File: src/rtl/reg_view_scanner.sv
// Register bank viewer: steps an index over the bank and shows the value on six 7-segment digits.
// Latency: view_en -> value on display in 3 edges; key press event -> new value in 3 edges.
// Backpressure: none; press events outside SHOW are dropped, the bank read is combinational.
//
// Ports:
//   clock, reset    rising-edge clock, synchronous active-low reset
//   view_en         processor is in the register-inspection state
//   key_next/prev   raw active-low pushbuttons (asynchronous, bouncing)
//   auto_sw         auto-scan select, only meaningful with REG_VIEW_AUTOSCAN_EN
//   chave/valor     6-bit index to the bank and the 16-bit value it returns
//   valid           displays currently show the value of the current index
//   hex0..hex3      value nibbles 3:0 .. 15:12, segments gfedcba, active-low
//   hex4/hex5       index units / tens in decimal
//
// Build option: define REG_VIEW_AUTOSCAN_EN to add the SCAN_DIV auto-step counter.

module reg_view_scanner #(
  parameter int DEBOUNCE = 250000,
  parameter int SCAN_DIV = 50000000
) (
  input  logic        clock,
  input  logic        reset,
  input  logic        view_en,
  input  logic        key_next,
  input  logic        key_prev,
  input  logic        auto_sw,
  output logic [5:0]  chave,
  input  logic [15:0] valor,
  output logic        valid,
  output logic [6:0]  hex0,
  output logic [6:0]  hex1,
  output logic [6:0]  hex2,
  output logic [6:0]  hex3,
  output logic [6:0]  hex4,
  output logic [6:0]  hex5
);

  typedef enum logic [1:0] {
    IDLE   = 2'd0,
    ISSUE  = 2'd1,
    SAMPLE = 2'd2,
    SHOW   = 2'd3
  } state_t;

  localparam int DW = (DEBOUNCE > 1) ? $clog2(DEBOUNCE) : 1;
  localparam logic [DW-1:0] DEB_LAST = DW'(DEBOUNCE - 1);

  localparam logic [6:0] BLANK = 7'h7F;

  // Segment patterns for 0..F, gfedcba, active-low.
  function automatic logic [6:0] seg7(input logic [3:0] d);
    logic [6:0] s;
    case (d)
      4'h0: s = 7'h40;
      4'h1: s = 7'h79;
      4'h2: s = 7'h24;
      4'h3: s = 7'h30;
      4'h4: s = 7'h19;
      4'h5: s = 7'h12;
      4'h6: s = 7'h02;
      4'h7: s = 7'h78;
      4'h8: s = 7'h00;
      4'h9: s = 7'h10;
      4'hA: s = 7'h08;
      4'hB: s = 7'h03;
      4'hC: s = 7'h46;
      4'hD: s = 7'h21;
      4'hE: s = 7'h06;
      default: s = 7'h0E;
    endcase
    return s;
  endfunction

  // ---------------------------------------------------------------------------
  // Key conditioning: index 0 = key_next, index 1 = key_prev.
  // ---------------------------------------------------------------------------
  logic [1:0]    key_raw;
  logic [1:0]    key_s1;
  logic [1:0]    key_s2;
  logic [1:0]    key_stable;
  logic [DW-1:0] deb_cnt [2];
  logic [1:0]    press;

  assign key_raw = {key_prev, key_next};

  // The counter runs only while the synchronized level differs from the
  // accepted one; any sample that matches the accepted level restarts it,
  // so a bounce shorter than DEBOUNCE samples never gets through.
  always_ff @(posedge clock) begin
    if (!reset) begin
      key_s1     <= 2'b11;
      key_s2     <= 2'b11;
      key_stable <= 2'b11;
      for (int i = 0; i < 2; i++) begin
        deb_cnt[i] <= '0;
      end
    end else begin
      key_s1 <= key_raw;
      key_s2 <= key_s1;
      for (int i = 0; i < 2; i++) begin
        if (key_s2[i] == key_stable[i]) begin
          deb_cnt[i] <= '0;
        end else if (deb_cnt[i] == DEB_LAST) begin
          key_stable[i] <= key_s2[i];
          deb_cnt[i]    <= '0;
        end else begin
          deb_cnt[i] <= deb_cnt[i] + 1'b1;
        end
      end
    end
  end

  // Press is the cycle whose edge accepts a 1->0 change; it is a one-cycle
  // strobe because the accepted level flips at that same edge.
  always_comb begin
    press = 2'b00;
    for (int i = 0; i < 2; i++) begin
      press[i] = key_stable[i] && !key_s2[i] && (deb_cnt[i] == DEB_LAST);
    end
  end

  // ---------------------------------------------------------------------------
  // Step decode
  // ---------------------------------------------------------------------------
  state_t     state;
  state_t     state_nxt;
  logic [3:0] idx;
  logic [15:0] disp_val;
  logic [3:0]  disp_idx;
  logic        step_fwd;
  logic        step_bwd;
  logic        step_take;

`ifdef REG_VIEW_AUTOSCAN_EN
  localparam int SW = (SCAN_DIV > 1) ? $clog2(SCAN_DIV) : 1;
  localparam logic [SW-1:0] SCAN_LAST = SW'(SCAN_DIV - 1);

  logic [SW-1:0] scan_cnt;
  logic          scan_run;
  logic          scan_tick;

  assign scan_run  = (state == SHOW) && auto_sw;
  assign scan_tick = scan_run && view_en && (scan_cnt == SCAN_LAST);

  always_ff @(posedge clock) begin
    if (!reset || !scan_run || scan_tick) begin
      scan_cnt <= '0;
    end else begin
      scan_cnt <= scan_cnt + 1'b1;
    end
  end

  // In auto mode the keys are ignored entirely; the counter is the only source.
  always_comb begin
    if (auto_sw) begin
      step_fwd = scan_tick;
      step_bwd = 1'b0;
    end else begin
      step_fwd = press[0] && !press[1];
      step_bwd = press[1] && !press[0];
    end
  end
`else
  logic unused_auto_sw;
  assign unused_auto_sw = auto_sw;

  // Both keys accepted on the same cycle cancel out.
  always_comb begin
    step_fwd = press[0] && !press[1];
    step_bwd = press[1] && !press[0];
  end
`endif

  // A step is only honoured from SHOW and never while view_en is falling.
  assign step_take = (state == SHOW) && view_en && (step_fwd || step_bwd);

  // ---------------------------------------------------------------------------
  // FSM: state register
  // ---------------------------------------------------------------------------
  always_ff @(posedge clock) begin
    if (!reset) begin
      state <= IDLE;
    end else begin
      state <= state_nxt;
    end
  end

  // ---------------------------------------------------------------------------
  // FSM: next state
  // ---------------------------------------------------------------------------
  always_comb begin
    state_nxt = state;
    case (state)
      IDLE:    if (view_en) state_nxt = ISSUE;
      ISSUE:   state_nxt = SAMPLE;
      SAMPLE:  state_nxt = SHOW;
      SHOW:    if (step_take) state_nxt = ISSUE;
      default: state_nxt = IDLE;
    endcase
    if (!view_en) begin
      state_nxt = IDLE;
    end
  end

  // ---------------------------------------------------------------------------
  // Index and display latch
  // ---------------------------------------------------------------------------
  always_ff @(posedge clock) begin
    if (!reset) begin
      idx      <= 4'd0;
      disp_val <= 16'h0000;
      disp_idx <= 4'd0;
    end else begin
      if (step_take) begin
        idx <= step_fwd ? idx + 4'd1 : idx - 4'd1;
      end
      // The bank has had the whole ISSUE cycle plus SAMPLE to settle on chave.
      if ((state == SAMPLE) && view_en) begin
        disp_val <= valor;
        disp_idx <= idx;
      end
    end
  end

  // ---------------------------------------------------------------------------
  // FSM: outputs
  // ---------------------------------------------------------------------------
  logic       idx_ge10;
  logic [3:0] idx_units;

  assign idx_ge10  = (disp_idx >= 4'd10);
  assign idx_units = idx_ge10 ? (disp_idx - 4'd10) : disp_idx;

  always_comb begin
    chave = 6'd0;
    valid = 1'b0;
    hex0  = BLANK;
    hex1  = BLANK;
    hex2  = BLANK;
    hex3  = BLANK;
    hex4  = BLANK;
    hex5  = BLANK;
    case (state)
      ISSUE, SAMPLE: begin
        chave = {2'b00, idx};
      end
      SHOW: begin
        chave = {2'b00, idx};
        valid = 1'b1;
        hex0  = seg7(disp_val[3:0]);
        hex1  = seg7(disp_val[7:4]);
        hex2  = seg7(disp_val[11:8]);
        hex3  = seg7(disp_val[15:12]);
        hex4  = seg7(idx_units);
        hex5  = seg7(idx_ge10 ? 4'd1 : 4'd0);
      end
      default: begin
        chave = 6'd0;
      end
    endcase
  end

endmodule

File: config.mk
export PLATFORM = sky130hd
export DESIGN_NAME = reg_view_scanner
export DESIGN_NICKNAME = d
export VERILOG_FILES = /design/src/rtl/reg_view_scanner.sv
export SDC_FILE = /design/constraint.sdc
export NUM_CORES = 1
export LEC_CHECK = 0
export CORE_MARGIN = 3
export CORE_UTILIZATION = 45
export DETAILED_ROUTE_END_ITERATION = 8
export GPL_TIMING_DRIVEN = 0
export PLACE_DENSITY = 0.7
export SLEW_MARGIN = 30
export SYNTH_ARGS = -nofsm -noshare
export SYNTH_HDL_FRONTEND = slang
export SYNTH_SLANG_ARGS = --single-unit
File: constraint.sdc
create_clock -name clock -period 2.6 [get_ports clock]
set_input_delay 0.39 -clock clock [delete_from_list [all_inputs] [get_ports clock]]
set_output_delay 0.39 -clock clock [all_outputs]
set_load 0.005 [all_outputs]
==> results of run 1 <==
==> Yosys cell counts (8+ instances only) <==
| library cell | instances | share of area [%] |
|---|---|---|
| o22ai_1 | 10 | 1.1 |
| buf_2 | 8 | 0.69 |
| a21oi_1 | 11 | 0.95 |
| nand2_1 | 45 | 2.9 |
| nor4_1 | 12 | 1.3 |
| dfxtp_1 | 60 | 21 |
| nand2b_1 | 36 | 3.9 |
| mux2i_1 | 29 | 5.0 |
| o21ai_0 | 11 | 0.95 |
| buf_4 | 12 | 1.6 |
| nand3_1 | 23 | 2.0 |
| and3_1 | 11 | 1.2 |
| clkbuf_1 | 9 | 0.58 |
| ha_1 | 42 | 9.1 |
| nor2_1 | 46 | 3.0 |
| edfxtp_1 | 36 | 19 |
| xnor2_1 | 26 | 3.9 |
| nand4_1 | 12 | 1.3 |
| inv_1 | 39 | 2.5 |
| a21boi_0 | 8 | 1.0 |
| nor3_1 | 9 | 0.78 |
==> cells by family (layout without fill, tap and decap cells) <==
kind of cell             after synthesis  after routing  share of synthesized area [%]
flip-flops                            96             96                           39.5
other                                  2             39                          0.130
XOR/XNOR                              33             33                           5.00
AO/OA/AOI/OAI                         84             84                           10.9
AND/OR/NAND/NOR                      236            236                           22.2
adder cells (fa/ha/maj)               43             43                           9.44
multiplexers                          34             34                           6.19
buffers and inverters                 80            178                           6.71
==> worst max-delay path, cell delays in order, from the launching register on <==
cell	delay, ns
dfxtp_4	0.36
buf_8	0.14
nand3b_1	0.09
o21a_2	0.19
inv_2	0.08
ha_2	0.21
mux4_2	0.46
nand2b_1	0.15
clkdlybuf4s15_1	0.21
==> routing by layer <==
metal | vias up | part of all wire (%) | track usage [%]
met4 | 0 | 2.3 | 8.52
met2 | 138 | 48 | 31.2
li1 | 2349 | - | -
met5 | - | 0 | 0
met3 | 19 | 3.7 | 2.47
met1 | 2283 | 46 | 23.9
==> metrics by stage <==
| step | hold slack (ns) | instance area (sq um) | std cells | setup TNS [ns] |
|---|---|---|---|---|
| 2_1_floorplan | 0.386 | 5920 | 645 | 0 |
| 3_3_place_gp | 0.390 | 6790 | 879 | -6.32 |
| 3_5_place_dp | 0.404 | 6790 | 879 | -8.16 |
| 4_1_cts | 0.418 | 7210 | 900 | -0.0741 |
| 5_1_grt | 0.441 | 7370 | 911 | -0.224 |
| 6_report | 0.413 | 7370 | 911 | -0.0260 |
==> layout make-up <==
class / count / area (sq um)
Clock buffer: 11 / 243
Fill cell: 1072 / 4890
Multi-Input combinational cell: 469 / 3380
Tap cell: 168 / 210
Buffer: 34 / 239
Timing Repair Buffer: 83 / 783
Inverter: 45 / 169
Sequential cell: 96 / 2290
Clock inverter: 5 / 56.3
==> final timing paths <==
kind / endpoint / slack, ns / depth (start not counted)
hold / removal: key_s2[0] / 0.41 / 1
setup / recovery: hex4[3] / -0.03 / 8
setup reg to reg: idx[3] / 0.07 / 10
hold reg to reg: key_s2[0] / 0.41 / 1
==> placed cells by master (no fill, tap or decap), types with 7 or more instances in the layout <==
cell and n:
nand2_1 43, o22ai_1 10, o21ai_0 11, conb_1 39
clkdlybuf4s50_1 61, xnor2_1 26, dfxtp_1 57, nor2b_1 7
a21oi_1 9, nand3_1 23, xor2_1 7, mux2i_1 29
nand4_1 12, inv_2 8, inv_1 37, clkbuf_16 9
ha_1 36, edfxtp_1 36, nor4_1 11, buf_4 30
nand2b_1 36, nor2_1 46, buf_2 8, and3_1 9
nor3_1 9
==> power breakdown <==
part | total [W] | internal [W] | switching (W) | leakage, nW
combinational | 0.000229 | 0.000113 | 0.000116 | 1.81
clock | 0.00136 | 0.000771 | 0.000586 | 0.145
sequential | 0.00163 | 0.00160 | 0.0000325 | 0.860
==> timing repair <==
action / 4_1_cts / 5_1_grt
endpoints found under the hold margin: 0 / 0
buffers inserted: 6 / 11
pin swaps: 2 / 4
setup endpoints to repair: 40 / 30
resized for setup: 38 / 19
==> results.py, run 1 <==
metrics = {
    "outcome": {
        "status": "finished with violations",
        "violations": "negative setup slack",
    },
    "placed_design": {
        "hpwl_um": 9290,
        "place_congestion": 0.894,
        "pre_cts_slack_ns": -0.476,
        "portBuffers": 66,
    },
    "worst_setup_path": {
        "critPathLaunch": "disp_idx[3]",
        "cp_max_fo": 10,
        "critPathRequiredTime_ns": 2.21,
        "r2r_start": "deb_cnt[0][5]",
        "start_kind": "flip-flop",
        "endpoint_kind": "output port",
        "worstPathArrival_ns": 2.24,
        "critPathKind": "flip-flop to output port",
    },
    "timing": {
        "rsz0062_at_grt": "true",
        "finalSetupViolations": 1,
        "timing.final.crit_share_pct": 101,
        "finalMaxSlewViolations": 0,
        "finalHoldViolCount": 0,
        "finClkSkew_ns": 0.00780,
        "layout_setup_ws_ns": -0.0260,
        "fmax_ghz": 0.381,
        "min_period_ns": 2.63,
    },
    "drt": {
        "drt-pass1-iter-count": 5,
        "num_vias": 4789,
        "drt_iter0_markers": 335,
        "wl_um": 13300,
        "routedWlPerCell_um": 14.6,
        "ant_nets": 0,
        "drc": 0,
        "viasPerCell": 5.26,
    },
    "finish": {
        "nets": 803,
        "final_core_util_pct": 60.1,
        "area_growth_pct": 27.5,
        "antennaDiodeCount": 0,
        "layout-drive-gt1-share_pct": 16.3,
    },
    "cts": {
        "cts_buffer_depth": 2,
        "clk_latency_ns": 0.35,
        "cts_buffers": 9,
        "holdBufCountCts": 0,
        "cts_tree": "done",
        "htreeDepth": 3,
        "clk_pin_slew_worst_paths_ns": 0.07,
        "cts.sinks": 96,
        "cts_root_buf": "clkbuf_16",
    },
    "synth": {
        "ys_async_sr_fraction_pct": 0,
        "ys_warn_count": 0,
        "syn_inst": 608,
        "ys_seq_area_share_pct": 39.5,
        "synth.avg_cell_area_sq_um": 9.51,
        "synth_edf_count": 36,
        "synth_area_sq_um": 5780,
        "ys_ff_latch": 96,
        "ys_types": 60,
        "synthFlopType": "dfxtp_1",
    },
    "global_route": {
        "grt_pass1_vias": 4710,
        "grt_usage_pct": 18.6,
        "antenna_found_initial": 0,
        "gr-total-overflow": 0,
        "grt_max_degree": 16,
        "grt_pass1_wl_um": 22000,
    },
    "floorplan": {
        "die_h_um": 119,
        "num_rows": 40,
        "die_area_sq_um": 14200,
        "core_sq_um": 12300,
        "die_w_um": 119,
        "io_pins": 71,
        "start_util_pct": 47.2,
    },
    "power_and_ir_drop": {
        "powerDensity_nw_per_um2": 436,
        "max-vdd-ir-drop_mv": 0.254,
        "cellLeakagePower_nw": 2.81,
        "power_w": 0.00322,
    },
    "flow_run": {
        "maxCapViolations": 0,
    },
    "hold_path": {
        "holdCritPathClass": "flip-flop to flip-flop",
        "min-delay-start": "key_s1[0]",
    },
}
Power figures use the tool's default switching activity.
==> run 2, diff against run 1 <==
GPL_ROUTABILITY_DRIVEN = 0   (was default)
==> results of run 2 <==
Same layout as run 1: the final DEF is identical, and so are final timing and power.
